**src/rtl/fetch_queue_pkg.sv**
```systemverilog
// Shared processor constants and the fetch-queue entry type.
package fetch_queue_pkg;
    localparam int ARCH_BITS   = 32;
    localparam int FQ_DEPTH    = 4;
    localparam int FQ_PTR_BITS = 2;

    localparam logic [ARCH_BITS-1:0] NOP_INSTRUCTION = 32'hFFFF_FFFF;
    localparam logic [ARCH_BITS-1:0] PC_INVALID      = 32'hFFFF_FFFF;
    localparam logic [ARCH_BITS-1:0] PC_RST          = 32'h0000_0000;

    localparam logic [5:0] OPC_RTYPE = 6'h00;
    localparam logic [5:0] OPC_J     = 6'h02;
    localparam logic [5:0] OPC_BEQ   = 6'h04;
    localparam logic [5:0] OPC_LW    = 6'h23;
    localparam logic [5:0] OPC_SW    = 6'h2B;

    typedef struct packed {
        logic [ARCH_BITS-1:0] pc;
        logic [ARCH_BITS-1:0] inst;
    } fq_entry_t;
endpackage

```
**src/rtl/fetch_queue_if.sv**
```systemverilog
// Fetch-to-decode handshake bundle; slave side is the queue itself.
interface fetch_queue_if
    import fetch_queue_pkg::*;
#(
    parameter int PTR_BITS = FQ_PTR_BITS
);
    logic                 flush;
    logic                 enq_valid;
    logic [ARCH_BITS-1:0] enq_pc;
    logic [ARCH_BITS-1:0] enq_inst;
    logic                 enq_ready;
    logic                 deq_ready;
    logic                 deq_valid;
    logic [ARCH_BITS-1:0] deq_pc;
    logic [ARCH_BITS-1:0] deq_inst;
    logic [PTR_BITS:0]    count;

    modport master (
        output flush, enq_valid, enq_pc, enq_inst, deq_ready,
        input  enq_ready, deq_valid, deq_pc, deq_inst, count
    );

    modport slave (
        input  flush, enq_valid, enq_pc, enq_inst, deq_ready,
        output enq_ready, deq_valid, deq_pc, deq_inst, count
    );
endinterface

```
**src/rtl/fetch_queue.sv**
```systemverilog
// First-word-fall-through instruction FIFO between iCache fetch and decode.
// Flush discards everything, including a same-cycle enqueue; empty presents a NOP.
module fetch_queue
    import fetch_queue_pkg::*;
#(
    parameter int DEPTH    = FQ_DEPTH,
    parameter int PTR_BITS = FQ_PTR_BITS
) (
    input logic          clk,
    input logic          rst,
    fetch_queue_if.slave fq
);
    localparam logic [PTR_BITS:0] FULL = (PTR_BITS+1)'(DEPTH);

    fq_entry_t             mem [DEPTH];
    logic [PTR_BITS-1:0]   head_ptr;
    logic [PTR_BITS-1:0]   tail_ptr;
    logic [PTR_BITS:0]     cnt;
    logic                  enq_fire;
    logic                  deq_fire;
    fq_entry_t             head;

    // enq_ready depends only on state, never on deq_ready.
    assign fq.enq_ready = (cnt != FULL);
    assign fq.deq_valid = (cnt != '0) && !fq.flush;
    assign fq.count     = cnt;
    assign enq_fire     = fq.enq_valid && fq.enq_ready && !fq.flush;
    assign deq_fire     = fq.deq_valid && fq.deq_ready;
    assign head         = mem[head_ptr];

    always_comb begin
        fq.deq_pc   = PC_INVALID;
        fq.deq_inst = NOP_INSTRUCTION;
        if (fq.deq_valid) begin
            fq.deq_pc   = head.pc;
            fq.deq_inst = head.inst;
        end
    end

    always_ff @(posedge clk) begin
        if (enq_fire)
            mem[tail_ptr] <= '{pc: fq.enq_pc, inst: fq.enq_inst};
    end

    always_ff @(posedge clk or posedge rst) begin
        if (rst) begin
            head_ptr <= '0;
            tail_ptr <= '0;
            cnt      <= '0;
        end else if (fq.flush) begin
            head_ptr <= '0;
            tail_ptr <= '0;
            cnt      <= '0;
        end else begin
            if (enq_fire) tail_ptr <= tail_ptr + 1'b1;
            if (deq_fire) head_ptr <= head_ptr + 1'b1;
            unique case ({enq_fire, deq_fire})
                2'b10:   cnt <= cnt + 1'b1;
                2'b01:   cnt <= cnt - 1'b1;
                default: cnt <= cnt;
            endcase
        end
    end
endmodule

```
**src/flat_wrapper.sv**
```systemverilog
// flat-port wrapper written by rule: the top's interface ports become plain ports
module fetch_queue_flat import fetch_queue_pkg::*;
#(
    parameter int DEPTH    = FQ_DEPTH,
    parameter int PTR_BITS = FQ_PTR_BITS
)
  (clk, rst, fq_flush, fq_enq_valid, fq_enq_pc, fq_enq_inst, fq_deq_ready, fq_enq_ready, fq_deq_valid, fq_deq_pc, fq_deq_inst, fq_count);
  fetch_queue_if #(.PTR_BITS(PTR_BITS)) fq_i ();
  input logic clk;
  input logic rst;
  input wire logic [$bits(fq_i.flush)-1:0] fq_flush;
  input wire logic [$bits(fq_i.enq_valid)-1:0] fq_enq_valid;
  input wire logic [$bits(fq_i.enq_pc)-1:0] fq_enq_pc;
  input wire logic [$bits(fq_i.enq_inst)-1:0] fq_enq_inst;
  input wire logic [$bits(fq_i.deq_ready)-1:0] fq_deq_ready;
  output wire logic [$bits(fq_i.enq_ready)-1:0] fq_enq_ready;
  output wire logic [$bits(fq_i.deq_valid)-1:0] fq_deq_valid;
  output wire logic [$bits(fq_i.deq_pc)-1:0] fq_deq_pc;
  output wire logic [$bits(fq_i.deq_inst)-1:0] fq_deq_inst;
  output wire logic [$bits(fq_i.count)-1:0] fq_count;
  assign fq_i.flush = fq_flush;
  assign fq_i.enq_valid = fq_enq_valid;
  assign fq_i.enq_pc = fq_enq_pc;
  assign fq_i.enq_inst = fq_enq_inst;
  assign fq_i.deq_ready = fq_deq_ready;
  assign fq_enq_ready = fq_i.enq_ready;
  assign fq_deq_valid = fq_i.deq_valid;
  assign fq_deq_pc = fq_i.deq_pc;
  assign fq_deq_inst = fq_i.deq_inst;
  assign fq_count = fq_i.count;
  fetch_queue #(.DEPTH(DEPTH), .PTR_BITS(PTR_BITS)) u_core (.clk(clk), .rst(rst), .fq(fq_i));
endmodule
```
**config.mk**
```make
export PLATFORM = sky130hd
export DESIGN_NAME = fetch_queue_flat
export DESIGN_NICKNAME = d
export VERILOG_FILES = /design/src/rtl/fetch_queue_pkg.sv /design/src/rtl/fetch_queue_if.sv /design/src/rtl/fetch_queue.sv /design/src/flat_wrapper.sv
export SDC_FILE = /design/constraint.sdc
export NUM_CORES = 1
export LEC_CHECK = 0
export ABC_AREA = 1
export CAP_MARGIN = 15
export CORE_UTILIZATION = 61
export CTS_BUF_LIST = sky130_fd_sc_hd__clkbuf_2 sky130_fd_sc_hd__clkbuf_4 sky130_fd_sc_hd__clkbuf_8
export CTS_CLUSTER_DIAMETER = 30
export DETAILED_ROUTE_END_ITERATION = 8
export MAX_ROUTING_LAYER = met4
export PLACE_DENSITY = 0.87
export SLEW_MARGIN = 25
export SYNTH_ARGS = -nofsm -noshare
export SYNTH_HDL_FRONTEND = slang
export SYNTH_SLANG_ARGS = --single-unit
```
**constraint.sdc**
```tcl
create_clock -name clk -period 9.57 [get_ports clk]
set_input_delay 0.957 -clock clk [delete_from_list [all_inputs] [get_ports clk]]
set_output_delay 0.957 -clock clk [all_outputs]
set_load 0.01 [all_outputs]
```
==> metrics.yaml <==
status: "finished, final reports clean"
holdCritPathClass: "reg2reg"
synth.area.mux_share: 0
path_cells: "inv_4 > buf_4 > nor2_1 > o311ai_1 > clkdlybuf4s50_1"
vias: 6723
yosysWarnings: 0
cts_resized: 0
syn_to_final_growth_pct: 23.57
required_ns: 8.61
cp_slowest_cell: "buf_4"
synth-simple-area-share: 0.1071
ys_ff_latch: 263
syn-num-nets: 831
worst_path_dominant_cell_family: "buffers and inverters"
die_area_um2: 17400
fin_hold_ws_ns: 0.5965
clock_latency_ns: 0.53
synthXorXnorAreaFrac: 0.0008509
rsz0062_at_grt: "no"
hold_violations: 0
grt_pass1_vias: 6717
drt_iter0_drc: 610
arrival_ns: 3.76
routedWlPerCell_um: 19.37
fin_crit_sh: 0.4927
cp-start-kind: "register"
power_leakage_nw: 4.347
die_w_um: 131.9
final_cell_mix: "nor2_1, edfxtp_1, clkdlybuf4s50_1"
final_net_count: 977
max_stage_delay_ns: 0.70
syn_area_um2: 10290
synthCells: 757
grt_pass1_wl_um: 34360
synthAdderAreaFrac: 0.006807
cts_tree: "built"
antenna_cells: 0
slew-limit-headroom: 0.4486
clock_path_buffers: 3
synth_cell_types: 22
route.detailed.drc: 0
grt_usage: 0.2662
period_needed_ns: 4.715
synth_compound_area_frac: 0.08825
yosysSeqAreaShare: 0.7638
synth_top_family_by_area: "simple AND/OR/NAND/NOR gates"
crit_path_end_kind: "output port"
cts_buffers: 44
setup_viol: 0
firstDrtPassIters: 5
layout_commonest_cell: "nor2_1"
fp.coreArea_um2: 16520
peakVddDrop_uv: 146.3
root_buffer: "clkbuf_8"
skew_ns: 0.02522
dp_hpwl_um: 12670
grt-ovfl-total: 0
worst_slew_pin_slew_ns: 0.8272
wl_um: 22380
grt_max_degree: 83
cp.buffers_inverters: 3
std_cell_rows: 47
slew_viol_final: 0
drv_cap: 0
ioPinCount: 138
maxClockFrequency_ghz: 0.2121
crit_type: "reg2out"
path_max_fanout: 68
antenna_found_initial: 0
holdBufCountCts: 0
initial_utilization: 0.6229
cts.sinks: 263
finalPower_mw: 3.130
syn_avg_cell_area_um2: 13.60
port_buffers: 137
ant_nets: 0
die_y_um: 131.9
gp_congestion: 0.8299
postCtsSetupBuffers: 0
fin_tns_setup_ns: 0
drive_gt1_frac: 0.09626
p_per_area_nw_per_um2: 246.1
cts-htree-levels: 2
via_per_inst: 5.821
clkTransAtPathRegs_ns: 0.07
==> per-layer routing <==
metal | part of all wire | GRT usage | up-vias
met4 | 0.023 | 0.1001 | 0
met1 | 0.38 | 0.3303 | 3233
met5 | 0 | - | -
met2 | 0.51 | 0.4324 | 359
li1 | - | - | 3081
met3 | 0.082 | 0.05882 | 50
==> registers in the layout, summed over array words and instances (netlist names) <==
| register | cells |
|---|---|
| u_core.head_ptr | 2 |
| u_core.tail_ptr | 2 |
| u_core.fq.count | 3 |
| u_core.mem | 256 |
==> metrics by stage <==
stage          worst slack, ns  utilization  instance area (µm²)  std cells
2_1_floorplan            5.180            -                10290        757
3_3_place_gp             5.232       0.7119                11760       1075
3_5_place_dp             5.101       0.7119                11760       1075
4_1_cts                  4.902       0.7664                12660       1153
5_1_grt                  4.646       0.7697                12720       1155
6_report                 4.855       0.7697                12720       1155
==> area by class of cell <==
cell class / instances / area (µm²)
Clock buffer: 60 / 738.2
Clock inverter: 18 / 162.7
Fill cell: 988 / 3805
Inverter: 16 / 62.56
Multi-Input combinational cell: 430 / 2120
Sequential cell: 263 / 7868
Tap cell: 220 / 275.3
Timing Repair Buffer: 148 / 1494
==> Yosys cell counts, drive strengths merged <==
library cell / instances / share of area
buf: 36 / 0.023
clkbuf: 12 / 0.0044
clkinv: 1 / 0.00036
dfrtp: 7 / 0.017
edfxtp: 256 / 0.75
fa: 1 / 0.0019
ha: 4 / 0.0049
inv: 15 / 0.0057
nand2: 22 / 0.0083
nand3: 6 / 0.0029
nor2: 263 / 0.096
o21ai: 68 / 0.033
o311ai: 64 / 0.054
o31ai: 1 / 0.00073
xnor2: 1 / 0.00085
==> where the power goes <==
group,switching (mW),leakage [nW],internal [mW],total (mW)
Sequential,0.0454,2.41,1.34,1.38
Clock,0.418,0.468,0.581,1.00
Combinational,0.447,1.47,0.301,0.748
==> kinds of logic (layout without fill, tap and decap cells) <==
kind of cell,Yosys count,in the layout
AO/OA/AOI/OAI,133,133
XOR/XNOR,1,1
adder cells (fa/ha/maj),5,5
buffers and inverters,64,242
flip-flops,263,263
AND/OR/NAND/NOR,291,291
==> path summary, 6_finish.rpt <==
| path | startpoint | to | slack (ns) | cells past startpoint |
|---|---|---|---|---|
| min | u_core.fq.count[0] | u_core.fq.count[0] | 0.60 | 1 |
| min in group asynchronous | rst | u_core.tail_ptr[0] | 0.67 | 2 |
| max reg2reg | u_core.fq.count[0] | u_core.mem[2][38] | 6.78 | 7 |
| max | u_core.head_ptr[0] | fq_deq_pc[20] | 4.85 | 5 |
| max in group asynchronous | rst | u_core.head_ptr[0] | 8.65 | 2 |
| min reg2reg | u_core.fq.count[0] | u_core.fq.count[0] | 0.60 | 1 |
Power figures use the tool's default switching activity.
